===== src/rtl/imm_ext_pkg.sv =====
// Shared mode codes for the immediate extension pipeline.
// Mode 5 (BRANCH) is only legal when IMM_EXT_BRANCH_EN is defined.
package imm_ext_pkg;

  typedef enum logic [2:0] {
    MODE_SIGN   = 3'd0,
    MODE_ZERO   = 3'd1,
    MODE_UPPER  = 3'd2,
    MODE_BSIGN  = 3'd3,
    MODE_BZERO  = 3'd4,
    MODE_BRANCH = 3'd5,
    MODE_RSV6   = 3'd6,
    MODE_RSV7   = 3'd7
  } mode_e;

  localparam logic [2:0] RSV_CODE_A = 3'd6;
  localparam logic [2:0] RSV_CODE_B = 3'd7;

endpackage


===== src/rtl/imm_ext_core.sv =====
// Combinational immediate extender; reserved modes give zero plus err.
// Mode 5 decodes as BRANCH only under IMM_EXT_BRANCH_EN.
module imm_ext_core
  import imm_ext_pkg::*;
#(
  parameter int IN_W  = 16,
  parameter int OUT_W = 32
) (
  input  logic [IN_W-1:0]  in_data,
  input  logic [2:0]       in_mode,
  output logic [OUT_W-1:0] out_data,
  output logic             out_err
);

  mode_e mode;
  logic [OUT_W-1:0] sext;
  logic [OUT_W-1:0] zext;
  logic [OUT_W-1:0] bsext;
  logic [OUT_W-1:0] bzext;

  assign mode  = mode_e'(in_mode);
  assign sext  = OUT_W'($signed(in_data));
  assign zext  = OUT_W'(in_data);
  assign bsext = OUT_W'($signed(in_data[7:0]));
  assign bzext = OUT_W'(in_data[7:0]);

  always_comb begin
    out_data = '0;
    out_err  = 1'b0;
    unique case (1'b1)
      (mode == MODE_SIGN):  out_data = sext;
      (mode == MODE_ZERO):  out_data = zext;
      (mode == MODE_UPPER): out_data = zext << (OUT_W - IN_W);
      (mode == MODE_BSIGN): out_data = bsext;
      (mode == MODE_BZERO): out_data = bzext;
`ifdef IMM_EXT_BRANCH_EN
      (mode == MODE_BRANCH): out_data = sext << 2;
`endif
      default: out_err = 1'b1;
    endcase
  end

endmodule


===== src/rtl/imm_extend_pipe.sv =====
// Immediate extender behind a 2-entry skid buffer with error counter.
// Define IMM_EXT_BRANCH_EN to enable mode 5 (BRANCH).
module imm_extend_pipe
  import imm_ext_pkg::*;
#(
  parameter int IN_W  = 16,
  parameter int OUT_W = 32,
  parameter int CNT_W = 8
) (
  input  logic             Clk,
  input  logic             Rst,
  input  logic             in_valid,
  output logic             in_ready,
  input  logic [IN_W-1:0]  in_data,
  input  logic [2:0]       in_mode,
  output logic             out_valid,
  input  logic             out_ready,
  output logic [OUT_W-1:0] out_data,
  output logic             out_err,
  output logic [CNT_W-1:0] err_count
);

  logic [OUT_W-1:0] ext_data;
  logic             ext_err;
  logic             skid_valid;
  logic [OUT_W-1:0] skid_data;
  logic             skid_err;
  logic             acc;
  logic             pop;
  logic             load_out;
  logic             skid_nxt;

  imm_ext_core #(
    .IN_W (IN_W),
    .OUT_W(OUT_W)
  ) u_core (
    .in_data (in_data),
    .in_mode (in_mode),
    .out_data(ext_data),
    .out_err (ext_err)
  );

  assign acc      = in_valid && in_ready;
  assign pop      = out_valid && out_ready;
  assign load_out = !out_valid || out_ready;
  // skid drains whenever the output slot frees up
  assign skid_nxt = load_out ? 1'b0 : (skid_valid || acc);

  always_ff @(posedge Clk) begin
    if (Rst) begin
      out_valid  <= 1'b0;
      out_data   <= '0;
      out_err    <= 1'b0;
      skid_valid <= 1'b0;
      skid_data  <= '0;
      skid_err   <= 1'b0;
      in_ready   <= 1'b0;
      err_count  <= '0;
    end else begin
      in_ready   <= !skid_nxt;
      skid_valid <= skid_nxt;
      if (load_out) begin
        if (skid_valid) begin
          out_valid <= 1'b1;
          out_data  <= skid_data;
          out_err   <= skid_err;
        end else if (acc) begin
          out_valid <= 1'b1;
          out_data  <= ext_data;
          out_err   <= ext_err;
        end else begin
          out_valid <= 1'b0;
        end
      end else if (acc) begin
        skid_data <= ext_data;
        skid_err  <= ext_err;
      end
      if (pop && out_err && (err_count != '1))
        err_count <= err_count + CNT_W'(1);
    end
  end

endmodule


===== config.mk =====
export PLATFORM = sky130hd
export DESIGN_NAME = imm_extend_pipe
export DESIGN_NICKNAME = d
export VERILOG_FILES = /design/src/rtl/imm_ext_pkg.sv /design/src/rtl/imm_ext_core.sv /design/src/rtl/imm_extend_pipe.sv
export SDC_FILE = /design/constraint.sdc
export NUM_CORES = 1
export LEC_CHECK = 0
export ABC_AREA = 1
export BUFFER_PORTS_ARGS = -buffer_cell sky130_fd_sc_hd__buf_2
export CAP_MARGIN = 20
export CORE_MARGIN = 5
export CORE_UTILIZATION = 38
export CTS_CLUSTER_DIAMETER = 200
export DETAILED_ROUTE_END_ITERATION = 7
export GPL_TIMING_DRIVEN = 0
export PLACE_DENSITY_LB_ADDON = 0.3
export SLEW_MARGIN = 0
export SYNTH_ARGS = -nofsm -noshare
export SYNTH_HDL_FRONTEND = slang
export SYNTH_HIERARCHICAL = 1
export SYNTH_SLANG_ARGS = --single-unit

===== constraint.sdc =====
create_clock -name Clk -period 1.94 [get_ports Clk]
set_input_delay 0.388 -clock Clk [delete_from_list [all_inputs] [get_ports Clk]]
set_output_delay 0.388 -clock Clk [all_outputs]
set_load 0.005 [all_outputs]

==> impl_results.md, run 1 <==
* Final Critical Period at 1.47 ns
* Critical path arrival at 1.75 ns
* Total chip power at 3.29 mW
* CP Max Fanout at 10
* Yosys warns at 6
* Cell variety after synth at 25
* Die Wd at 108 µm
* Required time worst endpoint at 2.23 ns
* Most common cell after layout, fill and taps aside: nor2_1
* Initial Util at 38.4%
* Nets at 636
* Pin count of the biggest net entering global routing at 14
* Post-route setup slack at 0.475 ns
* Vias in the first global route at 3530
* Dpl ws at 0.153 ns
* CTS clk-pin slew, worst paths at 0.08 ns
* Total gr overflow at 0
* P_int at 2.40 mW
* Placeable core area at 9590 µm²
* CP Capture Type: flip-flop
* Total CTS buffers at 9
* Leak pwr at 2.03 nW
* Antenna viol nets, final at 0
* Ant diodes at 0
* R2R Setup Slk at 0.55 ns
* Post-Layout Cell Count at 750
* Hold Violations, Final at 0
* Fin util at 45.4%
* F_max at 0.682 GHz
* Seq/Total Area, Yosys at 41.9%
* CTS resizes at 0
* Routed vias/inst at 5.00
* Worst Tran Pin Value at 0.474 ns
* Final Setup Violations at 0
* Simple-gate share of the synthesized area at 30.2%
* Instance area after placement at 4170 µm²
* Max-slew violations at 0
* CTS root buffer: clkbuf_8
* Worst setup path startpoint: in_mode[2]
* Placed Cells at 734
* GRT met3 Usage at 4.72%
* GRT Util Overall at 17.3%
* Mux contribution to synthesized area at 0%
* Synthesized area per cell at 6.86 µm²
* H-Tree Depth at 3
* Setup TNS at 0 ns
* Status: complete, no violations
* Worst hold path depth at 2
* Reg-to-Reg Start: skid_valid
* I/O pin cnt at 66
* Initial DRT Pass Iterations at 4
* Switching share of total power at 27.1%
* Layout cell share with drive strength beyond 1 at 19.3%
* Clk_skew at 0.00942 ns
* Maximum clock insertion buffer count at 2
* Drt total wl at 9740 µm
* Sink Count at 77
* FF-to-FF path depth at 6
* Post-route cell area at 4360 µm²
* Psw at 892 µW
* Port Buffers at 64
* Comb power frac at 13.2%
* Die ar. at 11800 µm²
* Initial DRC count at 222
* Via Count at 3747
* Mapped cell area at 3680 µm²
* Maximum vdd drop at 374 µV
* FP Rows at 36
* Power density over the cells at 756 nW/µm²
* Number of synthesized flops with an enable pin at 0
* Max_cap viols at 0
* Async set-reset flop share out of synthesis at 0%
* Tcrit/Tclk final at 75.5%
* Initial antenna violation count at 0
* Die height at 108 µm
* Synth Area in Compound Gates at 16.8%
* Syn nets at 561
* Post-Synth Adder-Cell Area at 0.340%
* # Post-CTS Setup Buffers at 0
* Synth Instances at 537
* Main combinational cell family by area after synthesis: simple AND/OR/NAND/NOR gates
* Critical path class: in -> reg
* XOR/XNOR Fraction of Synth Area at 0%
* Seq pwr share at 50.9%
* Hold buffers post-CTS at 0
* Worst Hold Class: in -> reg
* CTS tree: yes
* P&R area growth vs syn at 18.4%
* RSZ-0062 raised after global routing: no
* Dpl hpwl at 7430 µm
* Routability-driven placement congestion ratio at 0.945
* Clk pwr share at 35.9%
* DRC at 0
* GR peak layer: met2
* Crit start category: input port
* Worst setup endpoint: out_data[14]
* First-pass GRT wire length at 16300 µm
* WL per Instance at 13.0 µm
* R2r endpoint: out_data[19]
* #FFs+latches synth at 77
* Synth Flop Type: dfxtp_1
* GRT met2 Usage at 26.6%
* Clk_lat worst skew at 0.34 ns
* Met1 Use GR at 23.6%
* Most frequent cells in the layout: nor2_1, buf_2, dfxtp_1, nand2_1, o21ai_0
* Rel. slew slack at 68.4%
* Worst hold slack at 0.244 ns
[cell type report]
class,count,area [µm²]
plain buffers,37,216
clock buffers,10,128
clock inverters,6,63.8
fillers,1018,5230
inverters,47,179
multi-input cells,376,1750
flip-flops and latches,77,1540
well taps,133,166
repair buffers,64,320
[layer usage]
metal / wire length (µm) / vias to the layer above
met3: 666 / 14
met1: 4620 / 1705
met5: 0 / -
met2: 4290 / 116
li1: - / 1912
met4: 163 / 0
[critical path: stages]
cell	delay, ns
buf_2	0.10
inv_2	0.15
buf_1	0.39
nand4_1	0.16
nand3_1	0.11
inv_1	0.05
o21ai_0	0.20
o21ai_1	0.11
nor2_1	0.09
[worst min-delay path by stage]
stage                              end  slack, ns          from
after floorplan               in_ready       0.46           Rst
after global routing        skid_valid       0.24           Rst
after CTS                     in_ready       0.23           Rst
after global placement    out_data[22]       0.46  out_data[22]
after detailed placement  out_data[12]       0.47  out_data[12]
final                         in_ready       0.24           Rst
[cells by family (layout without fill, tap and decap cells)]
group           Yosys count  after routing
buf+inv                  84            164
flops                    77             77
simple gates            252            252
fa+ha+maj                 1              1
compound gates          123            123
[flip-flops by register name, summed over array words and instances (netlist names)]
register,count
err_count,8
out_data,32
in_ready,1
skid_err,1
out_valid,1
skid_valid,1
out_err,1
skid_data,32
[cell usage after synthesis (6+ instances only)]
master,instances,area (µm²)
a21oi_1,32,160
inv_1,42,158
clkbuf_1,8,30.0
o21ai_1,17,85.1
nand2_1,73,274
buf_2,14,70.1
buf_4,6,45.0
nand4_1,23,144
nand3_1,38,190
o21ai_0,73,365
dfxtp_1,77,1540
nor2_1,108,405
[power by group through the flow]
stage / clock, mW / combinational [mW] / sequential, mW
after CTS: 1.21 / 0.436 / 1.68
final: 1.18 / 0.434 / 1.68
after global placement: 0 / 0.430 / 1.71
after floorplan: 0 / 0.264 / 1.72
after detailed placement: 0 / 0.435 / 1.72
after global routing: 1.28 / 0.497 / 1.69
No activity file was read; power rests on OpenSTA's default activity.
==> inputs of run 2 (changes only) <==
ABC_AREA = 0   (was 1)
clock period = 1.2 ns   (was 1.94 ns; I/O delays follow)
==> impl_results.md, run 2 <==
* Status: finished, violations left
* Failing checks: setup timing
* Port Buffers at 63 (-1.6%)
* R2R Setup Slk at -0.11 ns (-0.66 ns)
* FF-to-FF path depth at 6 (unchanged)
* Async set-reset flop share out of synthesis at 0% (unchanged)
* Yosys top cell by area: dfxtp_1
* Synth Flop Type: dfxtp_1
* RSZ-0062 raised after global routing: yes
* Number of synthesized flops with an enable pin at 0 (unchanged)
* CTS tree: yes
* Top cells by count, synth: dfxtp_1, nand2_1, a21oi_1, mux2i_1, nor2_1
* Placeable core area at 9280 µm² (-3.2%)
* CTS root buffer: clkbuf_8
* Vias in the first global route at 3233 (-8.4%)
* Fillcell total at 885 (-13%)
* GRT Util Overall at 16.9% (-0.40 points)
* First-pass GRT wire length at 15700 µm (-4.0%)
* Initial DRT Pass Iterations at 4 (unchanged)
* Die ar. at 11600 µm² (-1.1%)
* Die height at 108 µm (-0.57%)
* Final Critical Period at 1.31 ns
* Initial DRC count at 123 (-45%)
* Initial antenna violation count at 0 (unchanged)
* Worst Hold Class: in -> reg
* CP max stage delay at 0.33 ns (-0.06 ns)
* Routed vias/inst at 5.12 (+2.5%)
* Hold Violations, Final at 0 (unchanged)
* Hold EP: skid_valid
* CP Max Fanout at 6 (-4)
* DRC at 0 (unchanged)
* Syn nets at 444 (-21%)
* Post-route setup slack at -0.114 ns (-0.588 ns)
* H-Tree Depth at 3 (unchanged)
* Crit start category: flip-flop
* F_max at 0.761 GHz
* Critical path arrival at 1.58 ns (-0.17 ns)
* I/O pin cnt at 66 (unchanged)
* Required time worst endpoint at 1.47 ns (-0.76 ns)
* Total CTS buffers at 9 (unchanged)
* Clk_lat worst skew at 0.36 ns (+0.02 ns)
* Critical path class: reg -> reg
* Dpl hpwl at 7010 µm (-5.7%)
* WL per Instance at 15.3 µm (+18%)
* Most frequent cell after synthesis: dfxtp_1
* Reg-to-Reg Start: out_valid
* Via Count at 3283 (-12%)
* FP Rows at 35 (-2.8%)
* Initial Util at 39.2% (+0.78 points)
* Crit-path cells: and2b_2, nor2_4, buf_12, buf_8, nor2_1, a211oi_2
* Yosys warns at 6 (unchanged)
* Seq/Total Area, Yosys at 42.4% (+0.53 points)
* Max_cap viols at 0 (unchanged)
* Leak pwr at 1.79 nW (-12%)
* Routability-driven placement congestion ratio at 0.883 (-6.5%)
* Largest cells by area after synthesis: dfxtp_1, mux2i_1, nand2_1
* Min-delay src: out_ready
* Tcrit/Tclk final at 109%
* Maximum clock insertion buffer count at 2 (unchanged)
* P&R area growth vs syn at 34.6%
* Max-slew violations at 0 (unchanged)
* Synth top area share at 42.4% (+0.53 points)
* Biggest regs: out_data: 32 flops, skid_data: 32 flops, err_count: 8 flops
* Fin util at 52.7% (+7.3 points)
* Clk_skew at 0.0183 ns (+0.00885 ns)
* Most frequent cells in the layout: nand2_1, dfxtp_1, buf_2, mux2i_1, a21oi_1
* Layout cell share with drive strength beyond 1 at 39.3% (+20 points)
* CTS clk-pin slew, worst paths at 0.09 ns (about the same)
* Storage cell area at 1570 µm² (+2.0%)
* Multi-input gate area at 2160 µm² (+24%)
* Crit path max-delay cell type: dfxtp_2
* Synthesized area per cell at 8.66 µm² (+26%)
* Family with the most delay on the worst path: simple AND/OR/NAND/NOR gates
* Die Wd at 108 µm (-0.57%)
* CP Capture Type: flip-flop
* #FFs+latches synth at 77 (unchanged)
* Pin count of the biggest net entering global routing at 14 (unchanged)
* Mapped cell area at 3640 µm² (-1.3%)
* Sink Count at 77 (unchanged)
* CP bufs+invs at 2 (-2)
* R2r endpoint: out_data[26]
* Worst hold path depth at 3 (+1)
* Maximum vdd drop at 584 µV (+56%)
* Total chip power at 5.65 mW (+71%)
* Ant diodes at 0 (unchanged)
* Power density over the cells at 1150 nW/µm² (+53%)
* Most common cell after layout, fill and taps aside: nand2_1
* Drt total wl at 9810 µm (+0.70%)
* Antenna viol nets, final at 0 (unchanged)
* Rel. slew slack at 56.6% (-12 points)
* Synth Instances at 420 (-22%)
* Total gr overflow at 0 (unchanged)
* Final Setup Violations at 65 (+65)
* Worst Tran Pin Value at 0.652 ns (+0.178 ns)
* Nets at 531 (-17%)
* Cell variety after synth at 34 (+36%)
-- run 2: cell types whose count changed after synthesis, moves of 8 or more --
| cell | change |
|---|---|
| nor2_1 | -66 |
| o21ai_0 | -60 |
| mux2i_1 | +49 |
| inv_1 | -42 |
| nand3_1 | -32 |
| a211oi_1 | +26 |
| nand4_1 | -22 |
| a21oi_1 | +17 |
| o21ai_1 | -13 |
| nand2b_1 | +11 |
| a211oi_2 | +10 |
| and2_1 | +8 |
-- run 2: repair_timing --
| item | CTS | global route |
|---|---|---|
| hold buffers | 0 | 0 |
| gates cloned | 2 | 0 |
| setup endpoints to repair | 69 | 72 |
| pin swaps | 18 | 16 |
| setup buffers | 9 | 4 |
| resized for setup | 48 | 48 |
-- run 2: layer usage --
layer,vias to the layer above,track usage (%),wire length [µm]
met1,1572,21.8,4530
met4,0,5.59,129
met2,64,27.7,4710
li1,1637,-,-
met3,10,4.14,438
met5,-,0,0
-- run 2: layout make-up --
cell class	count	share of cell area (%)
multi-input combinational	308	44.2
sequential	77	32.1
timing repair buffer	77	9.49
buffer	34	6.32
clock buffer	14	3.76
tap	129	3.30
clock inverter	2	0.793
-- run 2: stage by stage --
| step | setup WS [ns] | std cells | setup TNS [ns] | cell area [µm²] | hold slack, ns |
|---|---|---|---|---|---|
| 5_1_grt | -0.170 | 641 | -8.78 | 4890 | 0.280 |
| 2_1_floorplan | -0.145 | 420 | -2.07 | 3750 | 0.423 |
| 4_1_cts | -0.0982 | 638 | -5.12 | 4700 | 0.251 |
| 3_3_place_gp | -0.393 | 612 | -18.38 | 4230 | 0.441 |
| 3_5_place_dp | -0.412 | 612 | -19.58 | 4230 | 0.446 |
| 6_report | -0.114 | 641 | -5.52 | 4890 | 0.262 |
-- run 2: power breakdown --
group / switching [mW] / internal [mW]
logic: 0.451 / 0.360
registers: 0.0504 / 2.63
clock network: 0.949 / 1.21
-- run 2: worst reg2reg max path, stage by stage, from the launching register on --
cell and delay (ns):
dfxtp_2 0.33, and2b_2 0.22, nor2_4 0.19, buf_12 0.18, buf_8 0.13, nor2_1 0.05
a211oi_2 0.13
-- run 2: kinds of logic after synthesis --
family	share of synthesized area (%)
DFF	42.4
and+or+nand+nor	18.7
AOI/OAI and AO/OA	18.6
xor gates and xnor gates	0.482
buffers and inverters	5.99
muxes	13.5
adders and majority gates	0.344
-- run 2: how the worst max path moves through the flow --
stage,start,endpoint,slack [ns],depth (start not counted)
3_3_place_gp,in_mode[1],out_data[13],-0.39,6
3_5_place_dp,in_mode[1],out_data[13],-0.41,6
2_1_floorplan,in_mode[2],out_data[18],-0.15,5
6_report,out_valid,out_data[26],-0.11,6
4_1_cts,out_valid,out_data[10],-0.1,5
5_1_grt,skid_valid,out_data[12],-0.17,6
